## config.mk

```make
export PLATFORM = sky130hd
export DESIGN_NAME = wb_commit_stage
export DESIGN_NICKNAME = d
export VERILOG_FILES = /design/src/rtl/wb_commit_stage.sv
export SDC_FILE = /design/constraint.sdc
export NUM_CORES = 1
export LEC_CHECK = 0
export CAP_MARGIN = 40
export CORE_UTILIZATION = 45
export DETAILED_ROUTE_END_ITERATION = 6
export PLACE_DENSITY = 0.78
export SYNTH_ARGS = -nofsm -noshare
export SYNTH_HDL_FRONTEND = slang
export SYNTH_SLANG_ARGS = --single-unit
export TNS_END_PERCENT = 10
```

## constraint.sdc

```tcl
create_clock -name clk -period 6.9 [get_ports clk]
set_clock_uncertainty 0.05 [all_clocks]
set_input_delay 2.07 -clock clk [delete_from_list [all_inputs] [get_ports clk]]
set_output_delay 2.07 -clock clk [all_outputs]
set_load 0.05 [all_outputs]
```

## src/rtl/wb_commit_stage.sv

```systemverilog
// rtl/wb_commit_stage.sv - MEM->WB pipeline register with valid/ready handshake, optional skid entry, flush and retire counter
// Main entry drives the outputs; the skid entry absorbs one bundle when WB stalls while MEM is still pushing.
module wb_commit_stage #(
   parameter int DATA_W = 32,
   parameter int ADDR_W = 5,
   parameter int N_CH   = 4,
   parameter int PC_W   = 32,
   parameter int SKID   = 1,
   parameter int CNT_W  = 32
) (
   input  logic                     clk,
   input  logic                     rst,
   input  logic                     flush,
   input  logic                     in_valid,
   output logic                     in_ready,
   input  logic [N_CH-1:0]          in_we,
   input  logic [N_CH*ADDR_W-1:0]   in_addr,
   input  logic [N_CH*DATA_W-1:0]   in_data,
   input  logic [PC_W-1:0]          in_pc,
   output logic                     out_valid,
   input  logic                     out_ready,
   output logic [N_CH-1:0]          out_we,
   output logic [N_CH*ADDR_W-1:0]   out_addr,
   output logic [N_CH*DATA_W-1:0]   out_data,
   output logic [PC_W-1:0]          out_pc,
   output logic [1:0]               occupancy,
   output logic [CNT_W-1:0]         retire_cnt
);

   localparam logic [1:0] S_EMPTY = 2'd0;
   localparam logic [1:0] S_ONE   = 2'd1;
   localparam logic [1:0] S_TWO   = 2'd2;

   logic [1:0]               state_q, state_d;
   logic [N_CH-1:0]          main_we_q, main_we_d;
   logic [N_CH*ADDR_W-1:0]   main_addr_q, main_addr_d;
   logic [N_CH*DATA_W-1:0]   main_data_q, main_data_d;
   logic [PC_W-1:0]          main_pc_q, main_pc_d;
   logic [N_CH-1:0]          skid_we_q, skid_we_d;
   logic [N_CH*ADDR_W-1:0]   skid_addr_q, skid_addr_d;
   logic [N_CH*DATA_W-1:0]   skid_data_q, skid_data_d;
   logic [PC_W-1:0]          skid_pc_q, skid_pc_d;
   logic [CNT_W-1:0]         retire_cnt_q, retire_cnt_d;
   logic                     push, pop;

   always_ff @(posedge clk) begin
      if (rst) begin
         state_q      <= S_EMPTY;
         main_we_q    <= '0;
         main_addr_q  <= '0;
         main_data_q  <= '0;
         main_pc_q    <= '0;
         skid_we_q    <= '0;
         skid_addr_q  <= '0;
         skid_data_q  <= '0;
         skid_pc_q    <= '0;
         retire_cnt_q <= '0;
      end else begin
         state_q      <= state_d;
         main_we_q    <= main_we_d;
         main_addr_q  <= main_addr_d;
         main_data_q  <= main_data_d;
         main_pc_q    <= main_pc_d;
         skid_we_q    <= skid_we_d;
         skid_addr_q  <= skid_addr_d;
         skid_data_q  <= skid_data_d;
         skid_pc_q    <= skid_pc_d;
         retire_cnt_q <= retire_cnt_d;
      end
   end

   // A flush blocks the push but a pop in the same cycle is still committed by WB.
   assign push = in_valid & in_ready & ~flush;
   assign pop  = out_valid & out_ready;

   always_comb begin
      state_d      = state_q;
      main_we_d    = main_we_q;
      main_addr_d  = main_addr_q;
      main_data_d  = main_data_q;
      main_pc_d    = main_pc_q;
      skid_we_d    = skid_we_q;
      skid_addr_d  = skid_addr_q;
      skid_data_d  = skid_data_q;
      skid_pc_d    = skid_pc_q;
      retire_cnt_d = retire_cnt_q + {{(CNT_W-1){1'b0}}, pop};
      if (flush) begin
         state_d = S_EMPTY;
      end else begin
         case (state_q)
            S_EMPTY: begin
               if (push) begin
                  state_d     = S_ONE;
                  main_we_d   = in_we;
                  main_addr_d = in_addr;
                  main_data_d = in_data;
                  main_pc_d   = in_pc;
               end
            end
            S_ONE: begin
               if (push && pop) begin
                  main_we_d   = in_we;
                  main_addr_d = in_addr;
                  main_data_d = in_data;
                  main_pc_d   = in_pc;
               end else if (push) begin
                  state_d     = S_TWO;
                  skid_we_d   = in_we;
                  skid_addr_d = in_addr;
                  skid_data_d = in_data;
                  skid_pc_d   = in_pc;
               end else if (pop) begin
                  state_d = S_EMPTY;
               end
            end
            S_TWO: begin
               if (pop) begin
                  state_d     = S_ONE;
                  main_we_d   = skid_we_q;
                  main_addr_d = skid_addr_q;
                  main_data_d = skid_data_q;
                  main_pc_d   = skid_pc_q;
               end
            end
            default: state_d = S_EMPTY;
         endcase
      end
   end

   always_comb begin
      out_valid  = (state_q != S_EMPTY);
      occupancy  = state_q;
      out_we     = main_we_q & {N_CH{out_valid}};
      out_addr   = main_addr_q;
      out_data   = main_data_q;
      out_pc     = main_pc_q;
      retire_cnt = retire_cnt_q;
      if (SKID != 0) begin
         in_ready = ~rst & (state_q != S_TWO);
      end else begin
         in_ready = ~rst & (~out_valid | out_ready);
      end
   end

endmodule

```

# [Word level (Yosys, flattened, before mapping)]
# Cells that the tools add are included.
[totals] in_bits=189 out_inout_bits=220 register_bits=402 wordCells=57
[op_classes] n_reduce_logical=8 addsub=1 eq_ne=8 n_bitwise=8 n_mux=22
[ops] operator="$mux W128" count=3
[ops] operator="$pmux W128 S3" count=1
[ops] operator="$mux W32" count=3
[ops] operator="$pmux W32 S3" count=1
[ops] operator="$mux W20" count=3
[ops] operator="$pmux W20 S3" count=1
[ops] operator="$add A32 B1 Y32" count=1
[ops] operator="$mux W4" count=3
[ops] operator="$pmux W4 S3" count=1
[ops] operator="$mux W2" count=5
[ops] operator="$ne A2 B2 Y1 const B" count=5
[ops] operator="$reduce_and A4 Y1" count=2
[ops] operator="$pmux W2 S3" count=1
[ops] operator="$reduce_and A5 Y1" count=1
[ops] operator="$and A1 B1 Y1" count=4
[ops] operator="$and A4 B4 Y4" count=1
[ops] operator="$ne A3 B3 Y1 const B" count=1
[ops] operator="$not A1 Y1" count=3
[ops] operator="$reduce_bool A3 Y1" count=1
[ops] operator="$eq A2 B1 Y1 const B" count=1
[ops] operator="$eq A2 B2 Y1 const B" count=1
[ops] operator="$logic_not A2 Y1" count=1
[ops] operator="$reduce_bool A2 Y1" count=1
[ops] operator="$reduce_or A2 Y1" count=1
[ops] operator="$logic_and A1 B1 Y1" count=1

# [Depth between registers and ports, before layout]
# Gate-level depths: netlist (run 1).
[logic_depth] ltp_word=7 mapped_depth=9 mapped_depth_nobuf=8

# [Worst setup path before layout (run 1)]
# No wires, ideal clock.
[synth_timing] path_type="input port to output port" from="in rst" to="out in_ready" required_time_ps=4780 stages=4 t_arrival_ps=3291 slack_ps=1489 path_buffers=3 cell_sequence="buf_4 clkbuf_1 clkbuf_1 nor2_1"
[synth_via] elab_chain_len=2
[synth_lines] element="start: declaration" line_no="12" source="input logic rst,"
[synth_lines] element="$not A1 Y1"
[synth_lines] element="$and A1 B1 Y1" line_no="139" source="in_ready = ~rst & (state_q != S_TWO);"
[synth_lines] element="end: declaration" line_no="15" source="output logic in_ready,"
# Every way passes these cells.

# [Worst setup path after layout (run 1)]
# Same ends and word-level chain as after synthesis.

==> results.json, run 1 <==
{
  "grtUsageMet3_pct": 5.18,
  "worst_slack_ns": 1.45,
  "cts_root_buf": "clkbuf_16",
  "p_leak_nw": 8.45,
  "grt.met1_usage_pct": 29.1,
  "hold_start": "skid_data_q[72]$_SDFFE_PP0P_",
  "combinationalPowerShare_pct": 13.2,
  "p_switching_w": 0.00139,
  "use_met2_pct": 39.2,
  "synth_cell_types": 40,
  "drv_slew": 0,
  "design_area_um2": 22100,
  "reg2regPathDepth": 8,
  "hold_ws_ns": 0.402,
  "dieWidth_um": 195,
  "overflow": 0,
  "syn_avg_cell_area_um2": 9.07,
  "critPathCaptureType": "output port",
  "yosys_warnings": 0,
  "dp.cells": 2561,
  "routed_via_density": 5.65,
  "fin_crit_sh_pct": 79.0,
  "postCtsHoldBufs": 0,
  "cts_max_level": 2,
  "fp.dieArea_um2": 38200,
  "dp_slack_ns": 1.46,
  "grt_max_degree": 131,
  "io_pins": 409,
  "netlist_instances": 1855,
  "stdcell_count": 2642,
  "hold_viol": 0,
  "synth-seq-area-share_pct": 47.8,
  "synth_nets": 2046,
  "cp.required_ns": 4.78,
  "slew_headroom_pct": 42.0,
  "syn_area_um2": 16800,
  "whs_path_depth": 2,
  "yosysMostFrequentCell": "dfxtp_1",
  "cp.arrival_ns": 3.33,
  "r2r_start": "occupancy[1]$_SDFFE_PP0P_",
  "postCtsResizedCells": 0,
  "synth_seq_cells": 402,
  "max_cap_viol_count": 0,
  "timing.final.crit_period_ns": 5.45,
  "globalplace.congestion": 0.817,
  "antenna_left": 0,
  "grt_pass1_wl_mm": 74.3,
  "switching_share_pct": 25.8,
  "dr.pass1.iters": 5,
  "setup_tns_ns": 0,
  "crit_path_start": "rst",
  "num-nets-final": 2329,
  "die_h_um": 195,
  "area_growth_pct": 31.6,
  "drt_iter0_drc": 799,
  "post-dp-hpwl_mm": 29.8,
  "grt.total_usage_pct": 23.7,
  "global_route.peak_usage_layer": "met2",
  "ir_drop_mv": 0.165,
  "hold_end": "skid_data_q[72]$_SDFFE_PP0P_",
  "status": "completed",
  "r2r-end": "retire_cnt[30]$_SDFF_PP0_",
  "core-area_um2": 36700,
  "cts_tree": "yes",
  "yosys-top-cells-count": "402 x dfxtp_1, 386 x a21oi_1, 377 x nand2_1",
  "path_class": "in2out",
  "seq_power_share_pct": 44.9,
  "tightestPinTransition_ns": 0.870,
  "cts_setup_buffers": 0,
  "rsz0062_at_grt": "no",
  "path_clk_slew_ns": 0.05,
  "synth-edff-count": 0,
  "antenna_found_initial": 5,
  "internal-power_w": 0.00400,
  "vias": 14900,
  "clk_path_buf_depth": 3,
  "clock_power_share_pct": 41.9,
  "clock-sinks": 402,
  "synth_top_area_cell": "dfxtp_1",
  "io_buffers": 408,
  "placed_area_um2": 20700,
  "wl_mm": 47.5,
  "start_kind": "input pin",
  "hp-class": "reg2reg",
  "synth_ff_type": "dfxtp_1",
  "rrSetupSlack_ns": 4.06,
  "path_max_fanout": 88,
  "drc": 0,
  "synth_async_sr_flop_share_pct": 0,
  "initial_core_util_pct": 45.9,
  "final-setup-viol-count": 0,
  "first_global_vias": 13900,
  "rows": 70,
  "clk_latency_ns": 0.54,
  "timing.fmax_ghz": 0.183,
  "synth_area_leaders": "dfxtp_1 48%, a21oi_1 11%, mux2i_1 11%",
  "powerDensity_nw_per_um2": 243,
  "synth_top_area_share_pct": 47.8,
  "cts-buffers-inserted": 43,
  "drt-wirelength-per-cell_um": 18.0,
  "drive_gt1_share_pct": 4.70
}
cell type report:
class                           instances  area [um2]
Clock inverter                          9        72.6
Sequential cell                       402        8050
Multi-Input combinational cell       1252        7670
Fill cell                            3052       14600
Inverter                                8        37.5
Tap cell                              468         586
Timing Repair Buffer                  431        4400
Clock buffer                           68        1310
Antenna cell                            4        10.0
per-stage QoR:
| stage | power [W] | util, % |
|---|---|---|
| 6_report | 0.00539 | 60.3 |
| 3_3_place_gp | 0.00316 | 56.2 |
| 3_5_place_dp | 0.00317 | 56.5 |
| 2_1_floorplan | 0.00289 | - |
| 5_1_grt | 0.00557 | 60.3 |
| 4_1_cts | 0.00543 | 60.3 |
cell families after synthesis:
kind of cell,count (synthesis),synth area share (%)
flip-flops,402,47.8
XOR/XNOR,11,0.573
AO/OA/AOI/OAI,592,22.0
multiplexers,185,11.0
buffers and inverters,201,6.69
adder cells (fa/ha/maj),2,0.149
AND/OR/NAND/NOR,462,11.8
cell usage in the layout, fill, tap and decap left out, types with 7 or more instances in the layout:
cell / Yosys / layout
a21oi_1: 386 / 386
a311oi_1: 184 / 184
buf_4: 33 / 14
clkbuf_1: 93 / 13
clkbuf_16: 0 / 45
clkbuf_8: 0 / 10
clkdlybuf4s50_1: 0 / 407
clkinv_2: 0 / 7
dfxtp_1: 402 / 402
inv_1: 7 / 7
mux2i_1: 184 / 184
nand2_1: 377 / 377
nand3_1: 11 / 11
nor2_1: 17 / 17
nor2b_1: 9 / 9
o21ai_0: 7 / 7
o31ai_1: 11 / 11
or3_1: 8 / 8
or4_1: 12 / 11
xnor2_1: 7 / 7
per-layer routing:
layer  part of all wire (%)  vias up
met5                  0.027        -
met4                    4.1        2
met3                    5.8      121
met2                     48      449
met1                     42     7053
li1                       -     7301
power groups by stage:
stage / combinational, W / clock (W) / sequential, W
floorplan: 0.000229 / 0 / 0.00266
global placement: 0.000692 / 0 / 0.00247
detailed placement: 0.000707 / 0 / 0.00247
CTS: 0.000710 / 0.00230 / 0.00242
global route: 0.000749 / 0.00240 / 0.00242
finish: 0.000710 / 0.00226 / 0.00242
worst max path at each step:
stage | end | slack (ns) | cells past startpoint
after floorplan | in_ready | 1.49 | 4
after CTS | in_ready | 1.46 | 3
after detailed placement | in_ready | 1.46 | 3
after global placement | in_ready | 1.45 | 3
final | in_ready | 1.45 | 3
after global routing | in_ready | 1.39 | 3
state kept, by name, indices dropped and copies added (netlist names):
signal,count
main_we_q,4
skid_data_q,128
occupancy,2
skid_we_q,4
out_pc,32
out_addr,20
skid_addr_q,20
out_data,128
skid_pc_q,32
retire_cnt,32
critical path: stages:
cell	delay, ns
buf_8	0.42
nor2_1	0.10
clkdlybuf4s50_1	0.72
Note: power is estimated with default switching activity, not from simulation.
==> run 2: changes to the inputs <==
Clock period 6.9 ns to 5.15 ns, I/O delays scaled along.
==> run 2 against run 1 <==
Against the previous run: flip-flop and latch count stayed put; hold slack hardly changed; highest routed layer is now met4; combinational power is 35% higher; via count is 0.33% lower; register-to-register slack worse by 1.6 ns; cell area is 1.1% higher; die area stayed put; global-route usage is 0.39 points higher; total power is 40% higher; sequential share of layout area is 0.41 points lower; sequential power is 34% higher; first-iteration DRC count is 2.3% higher.
==> results.json, run 2 (synthesis results as in run 1) <==
{
  "critical-path-slowest-cell": "clkdlybuf4s50_1",
  "path_max_fanout": 2,
  "timing.fmax_ghz": 0.236,
  "setup_tns_ns": 0,
  "max_stage_delay_ns": 0.83,
  "ir_drop_mv": 0.235,
  "hold_viol": 0,
  "cp.required_ns": 3.56,
  "grt.met1_usage_pct": 29.1,
  "io_pins": 409,
  "tightestPinTransition_ns": 1.12,
  "antenna_left": 0,
  "io_buffers": 408,
  "grt.total_usage_pct": 24.0,
  "max_cap_viol_count": 0,
  "p_leak_nw": 8.57,
  "wl_mm": 48.1,
  "grt_pass1_wl_mm": 74.9,
  "clk_path_buf_depth": 3,
  "path_class": "in2out",
  "die_h_um": 195,
  "drv_slew": 0,
  "status": "completed",
  "routed_via_density": 5.62,
  "rsz0062_at_grt": "no",
  "post-dp-hpwl_mm": 29.7,
  "final_cell_mix": "407 x clkdlybuf4s50_1, 402 x dfxtp_1, 386 x a21oi_1",
  "crit_path_cell_trace": "buf_8 -> nor2_1 -> clkdlybuf4s50_1",
  "overflow": 0,
  "drt-wirelength-per-cell_um": 18.2,
  "global_route.peak_usage_layer": "met2",
  "postCtsHoldBufs": 0,
  "drive_gt1_share_pct": 5.25,
  "cts_max_level": 2,
  "cts_setup_buffers": 0,
  "cts_tree": "yes",
  "fill_cells": 3019,
  "use_met2_pct": 39.5,
  "vias": 14900,
  "cp.arrival_ns": 2.64,
  "drc": 0,
  "fin_crit_sh_pct": 82.2,
  "critPathCaptureType": "output port",
  "drt_iter0_drc": 817,
  "path_clk_slew_ns": 0.06,
  "slew_headroom_pct": 25.5,
  "rows": 70,
  "cts_root_buf": "clkbuf_16",
  "clk_latency_ns": 0.54,
  "antenna_found_initial": 6,
  "grtUsageMet3_pct": 5.27,
  "powerDensity_nw_per_um2": 337,
  "area_growth_pct": 33.1,
  "hp-class": "reg2reg",
  "globalplace.congestion": 0.824,
  "cts-buffers-inserted": 43,
  "grt_max_degree": 241,
  "core-area_um2": 36700,
  "dieWidth_um": 195,
  "postCtsResizedCells": 0,
  "layout_commonest_cell": "clkdlybuf4s50_1",
  "initial_core_util_pct": 45.9,
  "utilization_pct": 61.0,
  "dr.pass1.iters": 7,
  "first_global_vias": 14100,
  "start_kind": "input pin",
  "num-nets-final": 2335,
  "fp.dieArea_um2": 38200,
  "timing.final.crit_period_ns": 4.23,
  "clock-sinks": 402,
  "final-setup-viol-count": 0,
  "hold_ws_ns": 0.401
}
run 2: where the power goes:
group	internal [W]	total, W	switching, W	leakage, nW
clock network	0.00210	0.00335	0.00126	0.766
registers	0.00319	0.00324	0.0000471	3.26
logic	0.000373	0.000961	0.000588	4.55
total	0.00566	0.00755	0.00189	8.57
run 2: layout make-up:
type / instances / area (um2) / area share, %
timing repair buffer: 437 / 4490 / 20.0
clock inverter: 14 / 253 / 1.13
clock buffer: 60 / 1290 / 5.77
tap: 468 / 586 / 2.61
sequential: 402 / 8050 / 35.9
inverter: 8 / 37.5 / 0.168
antenna: 7 / 17.5 / 0.0782
multi-input combinational: 1252 / 7670 / 34.3
run 2: path summary, 6_finish.rpt:
| path | startpoint | to | slack [ns] | cells past startpoint |
|---|---|---|---|---|
| hold / removal | skid_data_q[13]$_SDFFE_PP0P_ | skid_data_q[13]$_SDFFE_PP0P_ | 0.40 | 2 |
| setup reg to reg | occupancy[1]$_SDFFE_PP0P_ | retire_cnt[18]$_SDFF_PP0_ | 2.45 | 8 |
| setup / recovery | rst | in_ready | 0.92 | 3 |
| hold reg to reg | skid_data_q[13]$_SDFFE_PP0P_ | skid_data_q[13]$_SDFFE_PP0P_ | 0.40 | 2 |
run 2: routing by layer:
layer	vias up	share of wire, %
met3	126	6.2
li1	7294	-
met5	-	0
met1	6982	41
met2	475	48
met4	0	4.9
run 2: critical path: cells and delay by family:
family	cells	cell delay [ns]
buffers and inverters	2	0.93
and+or+nand+nor	1	0.16
run 2: per-stage QoR:
step	instances	total power (W)	area [um2]	worst slack, ns
6_report	2648	0.00755	22400	0.916
3_3_place_gp	2565	0.00425	20800	0.927
5_1_grt	2648	0.00780	22400	0.896
3_5_place_dp	2567	0.00426	20800	0.904
2_1_floorplan	1855	0.00387	16800	0.789
4_1_cts	2641	0.00763	22400	0.914
